===== config.mk =====
export PLATFORM = sky130hd
export DESIGN_NAME = gpio_irq_bank_flat
export DESIGN_NICKNAME = d
export VERILOG_FILES = /design/src/rtl/gpio_pkg.sv /design/src/rtl/gpio_irq_bank_if.sv /design/src/rtl/gpio_sync.sv /design/src/rtl/gpio_irq_bank.sv /design/src/flat_wrapper.sv
export SDC_FILE = /design/constraint.sdc
export NUM_CORES = 1
export LEC_CHECK = 0
export ABC_AREA = 1
export BUFFER_PORTS_ARGS = -buffer_cell sky130_fd_sc_hd__buf_2
export CELL_PAD_IN_SITES_DETAIL_PLACEMENT = 0
export CELL_PAD_IN_SITES_GLOBAL_PLACEMENT = 1
export CORE_MARGIN = 2
export CORE_UTILIZATION = 33
export CTS_CLUSTER_SIZE = 14
export DETAILED_ROUTE_END_ITERATION = 6
export GPL_ROUTABILITY_DRIVEN = 0
export GPL_TIMING_DRIVEN = 0
export HOLD_SLACK_MARGIN = 0.06
export PLACE_DENSITY = 0.72
export SYNTH_ARGS = -nofsm -noshare
export SYNTH_HDL_FRONTEND = slang
export SYNTH_SLANG_ARGS = --single-unit

===== constraint.sdc =====
create_clock -name clk -period 1.9 [get_ports clk]
set_input_delay 0.095 -clock clk [delete_from_list [all_inputs] [get_ports clk]]
set_output_delay 0.095 -clock clk [all_outputs]
set_load 0.005 [all_outputs]

===== src/rtl/gpio_pkg.sv =====
// Shared definitions for the GPIO interrupt bank: register offsets, bus FSM
// states and small helpers used by the register file.
package gpio_pkg;

    localparam logic [4:0] OFF_OUT     = 5'h00;
    localparam logic [4:0] OFF_IN      = 5'h04;
    localparam logic [4:0] OFF_DIR     = 5'h08;
    localparam logic [4:0] OFF_OUT_SET = 5'h0C;
    localparam logic [4:0] OFF_OUT_CLR = 5'h10;
    localparam logic [4:0] OFF_RISE_EN = 5'h14;
    localparam logic [4:0] OFF_FALL_EN = 5'h18;
    localparam logic [4:0] OFF_PEND    = 5'h1C;

    typedef enum logic {
        IDLE,
        RESP
    } bus_state_t;

    // The arm counter must reach stages+1, so it needs room for that value.
    function automatic int arm_cnt_width(input int stages);
        return $clog2(stages + 2);
    endfunction

    function automatic logic [31:0] strobe_mask(input logic [3:0] wstrb);
        return {{8{wstrb[3]}}, {8{wstrb[2]}}, {8{wstrb[1]}}, {8{wstrb[0]}}};
    endfunction

endpackage


===== src/rtl/gpio_irq_bank_if.sv =====
// Native memory bus as seen by the GPIO bank: CPU-side request signals and
// the peripheral's select/ready/read-data response.
interface gpio_irq_bank_if;

    logic        mem_valid;
    logic [31:0] mem_addr;
    logic [31:0] mem_wdata;
    logic [3:0]  mem_wstrb;
    logic        gpio_sel;
    logic        gpio_ready;
    logic [31:0] gpio_rdata;

    modport master (
        output mem_valid, mem_addr, mem_wdata, mem_wstrb,
        input  gpio_sel, gpio_ready, gpio_rdata
    );

    modport slave (
        input  mem_valid, mem_addr, mem_wdata, mem_wstrb,
        output gpio_sel, gpio_ready, gpio_rdata
    );

endinterface


===== src/rtl/gpio_sync.sv =====
// Multi-flop synchroniser bringing asynchronous pad inputs into the clk domain.
module gpio_sync #(
    parameter int WIDTH       = 8,
    parameter int SYNC_STAGES = 2
) (
    input  logic             clk,
    input  logic             reset,
    input  logic [WIDTH-1:0] din,
    output logic [WIDTH-1:0] dout
);

    logic [WIDTH-1:0] stages [SYNC_STAGES];

    always_ff @(posedge clk or posedge reset) begin
        if (reset) begin
            for (int i = 0; i < SYNC_STAGES; i++) begin
                stages[i] <= '0;
            end
        end else begin
            stages[0] <= din;
            for (int i = 1; i < SYNC_STAGES; i++) begin
                stages[i] <= stages[i-1];
            end
        end
    end

    assign dout = stages[SYNC_STAGES-1];

endmodule


===== src/rtl/gpio_irq_bank.sv =====
// Memory-mapped GPIO bank with per-pin direction, atomic set/clear of outputs
// and sticky rising/falling edge interrupts.
module gpio_irq_bank #(
    parameter logic [31:0] ADDR        = 32'h8000_0000,
    parameter int          WIDTH       = 8,
    parameter int          SYNC_STAGES = 2,
    parameter logic [31:0] OUT_RESET   = 32'h0
) (
    input  logic              clk,
    input  logic              reset,
    gpio_irq_bank_if.slave    bus,
    input  logic [WIDTH-1:0]  gpio_pin_in,
    output logic [WIDTH-1:0]  gpio_pin_out,
    output logic [WIDTH-1:0]  gpio_pin_oe,
    output logic              gpio_irq
);

    import gpio_pkg::*;

    localparam int               ARM_W    = arm_cnt_width(SYNC_STAGES);
    localparam logic [ARM_W-1:0] ARM_DONE = ARM_W'(SYNC_STAGES + 1);

    bus_state_t       state;
    logic             accept;
    logic             wr;
    logic [4:0]       off;
    logic [31:0]      wmask32;
    logic [31:0]      wbits32;
    logic [WIDTH-1:0] wmask;
    logic [WIDTH-1:0] wbits;

    logic [WIDTH-1:0] out_q;
    logic [WIDTH-1:0] dir_q;
    logic [WIDTH-1:0] rise_en_q;
    logic [WIDTH-1:0] fall_en_q;
    logic [WIDTH-1:0] pend_q;
    logic [WIDTH-1:0] sync_in;
    logic [WIDTH-1:0] prev_in;
    logic [WIDTH-1:0] rise;
    logic [WIDTH-1:0] fall;
    logic [WIDTH-1:0] w1c;
    logic [WIDTH-1:0] rd_val;
    logic [ARM_W-1:0] arm_cnt;
    logic             armed;

    gpio_sync #(
        .WIDTH       (WIDTH),
        .SYNC_STAGES (SYNC_STAGES)
    ) u_sync (
        .clk   (clk),
        .reset (reset),
        .din   (gpio_pin_in),
        .dout  (sync_in)
    );

    assign bus.gpio_sel = bus.mem_valid
                       && (bus.mem_addr[31:5] == ADDR[31:5])
                       && (bus.mem_addr[1:0] == 2'b00);

    assign accept  = bus.gpio_sel && (state == IDLE);
    assign wr      = accept && (|bus.mem_wstrb);
    assign off     = bus.mem_addr[4:0];
    assign wmask32 = strobe_mask(bus.mem_wstrb);
    assign wbits32 = bus.mem_wdata & wmask32;
    assign wmask   = wmask32[WIDTH-1:0];
    assign wbits   = wbits32[WIDTH-1:0];

    // Bus lanes above the pin count carry nothing this bank can store.
    if (WIDTH < 32) begin : g_unused
        logic unused_hi;
        assign unused_hi = ^{wmask32[31:WIDTH], wbits32[31:WIDTH]};
    end

    always_comb begin
        rd_val = '0;
        case (off)
            OFF_OUT:     rd_val = out_q;
            OFF_IN:      rd_val = sync_in;
            OFF_DIR:     rd_val = dir_q;
            OFF_RISE_EN: rd_val = rise_en_q;
            OFF_FALL_EN: rd_val = fall_en_q;
            OFF_PEND:    rd_val = pend_q;
            default:     rd_val = '0;
        endcase
    end

    // Edges are masked until the synchroniser has flushed its reset zeros.
    assign armed = (arm_cnt == ARM_DONE);
    assign rise  = sync_in & ~prev_in & rise_en_q & {WIDTH{armed}};
    assign fall  = ~sync_in & prev_in & fall_en_q & {WIDTH{armed}};
    assign w1c   = (wr && (off == OFF_PEND)) ? wbits : '0;

    always_ff @(posedge clk or posedge reset) begin
        if (reset) begin
            state          <= IDLE;
            bus.gpio_ready <= 1'b0;
            bus.gpio_rdata <= '0;
        end else begin
            case (state)
                IDLE: begin
                    if (bus.gpio_sel) begin
                        state          <= RESP;
                        bus.gpio_ready <= 1'b1;
                        bus.gpio_rdata <= wr ? 32'h0 : 32'(rd_val);
                    end else begin
                        bus.gpio_ready <= 1'b0;
                        bus.gpio_rdata <= '0;
                    end
                end
                RESP: begin
                    state          <= IDLE;
                    bus.gpio_ready <= 1'b0;
                    bus.gpio_rdata <= '0;
                end
                default: begin
                    state          <= IDLE;
                    bus.gpio_ready <= 1'b0;
                    bus.gpio_rdata <= '0;
                end
            endcase
        end
    end

    // Pending bits are OR-ed in after the clear so a coincident edge survives.
    always_ff @(posedge clk or posedge reset) begin
        if (reset) begin
            out_q     <= OUT_RESET[WIDTH-1:0];
            dir_q     <= '0;
            rise_en_q <= '0;
            fall_en_q <= '0;
            pend_q    <= '0;
            prev_in   <= '0;
            arm_cnt   <= '0;
        end else begin
            prev_in <= sync_in;
            if (!armed) begin
                arm_cnt <= arm_cnt + 1'b1;
            end
            pend_q <= (pend_q & ~w1c) | rise | fall;
            if (wr) begin
                case (off)
                    OFF_OUT:     out_q     <= (out_q & ~wmask) | wbits;
                    OFF_OUT_SET: out_q     <= out_q | wbits;
                    OFF_OUT_CLR: out_q     <= out_q & ~wbits;
                    OFF_DIR:     dir_q     <= (dir_q & ~wmask) | wbits;
                    OFF_RISE_EN: rise_en_q <= (rise_en_q & ~wmask) | wbits;
                    OFF_FALL_EN: fall_en_q <= (fall_en_q & ~wmask) | wbits;
                    default:     ;
                endcase
            end
        end
    end

    assign gpio_pin_out = out_q;
    assign gpio_pin_oe  = dir_q;
    assign gpio_irq     = |pend_q;

endmodule

===== src/flat_wrapper.sv =====
// flat-port wrapper written by rule: the top's interface ports become plain ports
module gpio_irq_bank_flat import gpio_pkg::*;
#(
    parameter logic [31:0] ADDR        = 32'h8000_0000,
    parameter int          WIDTH       = 8,
    parameter int          SYNC_STAGES = 2,
    parameter logic [31:0] OUT_RESET   = 32'h0
)
  (clk, reset, gpio_pin_in, gpio_pin_out, gpio_pin_oe, gpio_irq, bus_mem_valid, bus_mem_addr, bus_mem_wdata, bus_mem_wstrb, bus_gpio_sel, bus_gpio_ready, bus_gpio_rdata);
  gpio_irq_bank_if bus_i ();
  input  logic clk;
  input  logic reset;
  input  logic [WIDTH-1:0] gpio_pin_in;
  output logic [WIDTH-1:0] gpio_pin_out;
  output logic [WIDTH-1:0] gpio_pin_oe;
  output logic gpio_irq;
  input wire logic [$bits(bus_i.mem_valid)-1:0] bus_mem_valid;
  input wire logic [$bits(bus_i.mem_addr)-1:0] bus_mem_addr;
  input wire logic [$bits(bus_i.mem_wdata)-1:0] bus_mem_wdata;
  input wire logic [$bits(bus_i.mem_wstrb)-1:0] bus_mem_wstrb;
  output wire logic [$bits(bus_i.gpio_sel)-1:0] bus_gpio_sel;
  output wire logic [$bits(bus_i.gpio_ready)-1:0] bus_gpio_ready;
  output wire logic [$bits(bus_i.gpio_rdata)-1:0] bus_gpio_rdata;
  assign bus_i.mem_valid = bus_mem_valid;
  assign bus_i.mem_addr = bus_mem_addr;
  assign bus_i.mem_wdata = bus_mem_wdata;
  assign bus_i.mem_wstrb = bus_mem_wstrb;
  assign bus_gpio_sel = bus_i.gpio_sel;
  assign bus_gpio_ready = bus_i.gpio_ready;
  assign bus_gpio_rdata = bus_i.gpio_rdata;
  gpio_irq_bank #(.ADDR(ADDR), .WIDTH(WIDTH), .SYNC_STAGES(SYNC_STAGES), .OUT_RESET(OUT_RESET)) u_core (.clk(clk), .reset(reset), .bus(bus_i), .gpio_pin_in(gpio_pin_in), .gpio_pin_out(gpio_pin_out), .gpio_pin_oe(gpio_pin_oe), .gpio_irq(gpio_irq));
endmodule

== Word-level counts from Yosys, hierarchy flattened ==
Index checks and enable logic that the tools add are counted.
Storage, ports and cells
  output and inout bits: 51
  input bits: 79
  word-level logic and storage cells: 69
  bits in registers: 99
Cells by class
  multiplexer cells: 8
  equality and inequality tests: 9
  reduce and logical (&&, ||, !) cells: 14
  add/subtract/negate cells: 1
  bitwise logic cells: 26
Operators by type and width (number)
  8-bit bitwise AND: 13
  32-bit case mux with 2 select lines: 1
  8-bit OR: 7
  8-bit case mux with 6 select lines: 1
  8-bit NOT: 5
  32-bit two-way mux: 1
  27-bit equality test (second input constant): 1
  8-bit case mux with 3 select lines: 1
  5-bit equality test (second input constant): 4
  8-bit two-way mux: 2
  5-bit by 4-bit equality test with 1-bit output (second input constant): 2
  2-bit AND reduction: 4
  8-bit OR reduction: 1
  5-bit by 3-bit equality test with 1-bit output (second input constant): 1
  1-bit logical AND: 5
  5-bit zero test: 1
  4-bit OR reduction: 1
  3-bit nonzero test: 1
  2-bit by 1-bit adder with 2-bit output (second input constant): 1
  2-bit equality test (second input constant): 1
  2-bit zero test: 1
  1-bit case mux with 2 select lines: 1
  1-bit two-way mux: 1
  1-bit NOT: 1

== Logic depth before layout (Yosys ltp) ==
  depth after elaboration: 11
  depth in mapped cells: 11
  mapped depth without buffers: 10

== By module ==
From an unflattened synthesis, not the netlist that was laid out.
Unflattened totals
  cell total of the unflattened synthesis: 551
  area total of the unflattened synthesis: 4071.4 um^2
By module, submodules not included
  gpio_irq_bank: times used 1, sequential area each 1476.4 um^2, area each 3607.2 um^2, cells an instance 526
  gpio_sync: times used 1, sequential area each 400.4 um^2, area each 464.2 um^2, cells an instance 25

== Worst setup path after synthesis ==
Ideal clock, no wire load.
  kind: flip-flop to flip-flop
  start point: register u_core.arm_cnt[0]
  end point: register u_core.arm_cnt[1]
  cell stages (with the launch flop): 4
  path slack: 659 ps
  data arrival time: 1116 ps
  cells stage by stage: dfrtp_1 -> ha_1 -> clkbuf_1 -> mux2_2
On the way
  longest elaborated chain between the ends: 1
  elaborated cells on any way between the ends: 2
RTL lines
  from (decl): RTL line gpio_irq_bank.sv:43  | logic [ARM_W-1:0] arm_cnt;
  from (signal assigned): RTL line gpio_irq_bank.sv:137  | arm_cnt <= arm_cnt + 1'b1;
  2-bit by 1-bit adder with 2-bit output or 2-bit equality test (tied branches): RTL line gpio_irq_bank.sv:137, gpio_irq_bank.sv:88
Parallel ways exist; a longest one is shown, timed or not.
A chain may end at the register's enable or synchronous reset.

== Worst setup path after layout ==
Same ends and word-level chain as after synthesis.

==> metrics.yaml <==
fin_crit_sh: 0.8056
layout_setup_ws_ps: 369.3
synth_cells: 471
postCtsResizedCells: 0
yosysSeqAreaShare: 0.4671
cap_viol_max_count: 0
clk_pin_slew_ps: 60
cp.required_ps: 2110
wl_per_cell_um: 15.15
finalSetupTns_ps: 0
crit_path_start: "u_core.arm_cnt[0]$_DFFE_PP0N_"
routed_wl_um: 11380
slew_violations: 0
fin_skew_ps: 2.510
synth_edf_count: 0
ys.flop_type: "dfrtp_1"
h-tree-depth: 3
outcome: "completed"
setup_viol: 0
insertion_delay_ps: 330
fin_nets: 679
cp-end-kind: "register"
syn_to_final_growth_pct: 29.12
core_area_um2: 11960
min_from: "bus_mem_wdata[3]"
cts_sinks: 75
ys_ff_latch: 75
cp_max_fo: 10
num_vias: 3500
diodes: 0
worst_slew_pin_slew_ps: 674.7
ys_types: 34
port-buffer-count: 80
cts_buffer_depth: 2
antenna_found_initial: 0
max_freq_mhz: 653.3
power_density_nw_per_um2: 739.9
critPathArrivalTime_ps: 1740
grt-ovfl-total: 0
synth_area_um2: 4018
final_antenna_net_count: 0
yosysWarnings: 0
drcViolationCount: 0
root_buffer: "clkbuf_16"
grt_max_degree: 33
nFillCells: 1241
die_area_um2: 13070
fp.dieW_um: 114.3
drtIter0Drc: 195
vias_per_cell: 4.660
syn_avg_cell_area_um2: 8.530
grt_pass1_vias: 3357
crit_type: "register to register"
drtPass1Iterations: 4
multi_input_area_um2: 1722
ir_worst_vdd_uv: 395.7
start_kind: "register"
globalRouteTotalUtil: 0.1800
cts-buffers-inserted: 9
worstHoldPathType: "input pin to register"
dp_hpwl_um: 8260
period_needed_ps: 1531
finalHoldViolations: 0
drive_gt1_frac: 0.2732
start_util: 0.3359
die_y_um: 114.3
synthArstFlopShare: 1.000
relSlewSlack: 0.5502
rsz0062_at_grt: "false"
rows: 40
grt_first_pass_wirelength_um: 17720
leakage_nw: 2.519
rr_startpoint: "u_core.arm_cnt[0]$_DFFE_PP0N_"
regArea_um2: 1877
place_ws_ps: 87.08
ios: 130
cts_tree: "done"
-- layout make-up --
type,count,share of cell area
Sequential cell,75,0.3618
Timing Repair Buffer,94,0.1095
Multi-Input combinational cell,330,0.3319
Clock inverter,5,0.01640
Buffer,36,0.05909
Clock buffer,11,0.04679
Tap cell,147,0.03546
Inverter,53,0.03907
-- final timing paths --
check / to / slack, ps / cells past startpoint
setup / recovery: u_core.arm_cnt[1]$_DFFE_PP0N_ / 370 / 3
hold / removal: register / 70 / 3
setup reg to reg: u_core.arm_cnt[1]$_DFFE_PP0N_ / 370 / 3
hold reg to reg: u_core.u_sync.dout[2]$_DFF_PP0_ / 350 / 0
max in group asynchronous: u_core.bus.gpio_rdata[3]$_DFF_PP0_ / 980 / 4
min in group asynchronous: u_core.u_sync.stages[8]$_DFF_PP0_ / 370 / 3
-- power by group --
part	internal, W	leakage [nW]	switching [W]	total (W)
logic	0.000148	1.59	0.000181	0.000329
registers	0.00162	0.773	0.0000143	0.00164
clock network	0.00119	0.156	0.000678	0.00187
-- metrics by stage --
| stage | hold WS [ps] | util | instance area, µm² | instances | total power, W |
|---|---|---|---|---|---|
| after floorplan | 126.4 | - | 4108 | 494 | 0.001844 |
| after global placement | 203.4 | 0.3923 | 4692 | 721 | 0.001961 |
| after detailed placement | 192.0 | 0.3962 | 4740 | 723 | 0.001978 |
| after CTS | 64.10 | 0.4337 | 5187 | 751 | 0.003860 |
| after global routing | 81.67 | 0.4337 | 5187 | 751 | 0.003982 |
| final | 70.55 | 0.4337 | 5187 | 751 | 0.003838 |
-- worst max-delay path: stages (launching register included) --
cell	delay (ps)
dfrtp_1	360
ha_1	140
clkbuf_1	510
mux2_2	400
-- cell usage in the layout (no fill, tap or decap), types with 3 or more instances in the layout --
cell / instances
nand2_1: 88
buf_2: 80
dfrtp_1: 75
nor2_1: 53
inv_1: 48
nand3_1: 35
o21ai_0: 35
o21bai_1: 26
buf_4: 25
conb_1: 24
dlygate4sd3_1: 12
o22ai_1: 11
clkbuf_16: 9
nor3_1: 8
a21oi_2: 7
nor2_2: 6
a21oi_1: 6
nand3b_1: 6
buf_6: 5
clkbuf_8: 5
nand3_2: 5
nor2_4: 4
clkbuf_1: 3
-- cells in the mapped netlist (2+ instances only) --
master | number | share of area
nor2_4 | 4 | 0.011
nor4_1 | 2 | 0.0031
buf_4 | 25 | 0.047
o21ai_0 | 35 | 0.044
nand3b_1 | 6 | 0.011
nor2_2 | 6 | 0.0093
o22ai_1 | 11 | 0.017
a21oi_2 | 7 | 0.015
inv_2 | 2 | 0.0019
dfrtp_1 | 75 | 0.47
clkbuf_1 | 2 | 0.0019
clkbuf_8 | 4 | 0.014
a21oi_1 | 6 | 0.0075
nand4_2 | 2 | 0.0062
nand2_1 | 88 | 0.082
buf_6 | 5 | 0.014
nand3_1 | 35 | 0.044
clkinv_1 | 2 | 0.0019
nor3_1 | 8 | 0.010
inv_1 | 49 | 0.046
nand4_4 | 2 | 0.011
o21ai_1 | 2 | 0.0025
nor2_1 | 53 | 0.050
nand3_2 | 5 | 0.012
o21bai_1 | 26 | 0.049
-- cells by family (layout without fill, tap and decap cells) --
kind of cell | count (synthesis) | in the layout | synth area share
compound gates | 88 | 88 | 0.1367
buf+inv | 89 | 199 | 0.1258
simple gates | 215 | 215 | 0.2613
fa+ha+maj | 1 | 1 | 0.003114
mux | 1 | 1 | 0.002803
flops | 75 | 75 | 0.4671
xor+xnor | 1 | 1 | 0.002180
other cells | 1 | 24 | 0.0009334
-- routing by layer --
layer,track usage,up-vias,share of wire
li1,-,1747,-
met1,0.2508,1624,0.46
met2,0.2893,125,0.45
met3,0.02541,4,0.079
met4,0.06016,0,0.0090
met5,0,-,0
-- what timing repair did --
action / CTS / global route
hold buffers: 12 / 0
setup buffers: 0 / 0
hold endpoints to repair: 33 / 0
Power figures use the tool's default switching activity.
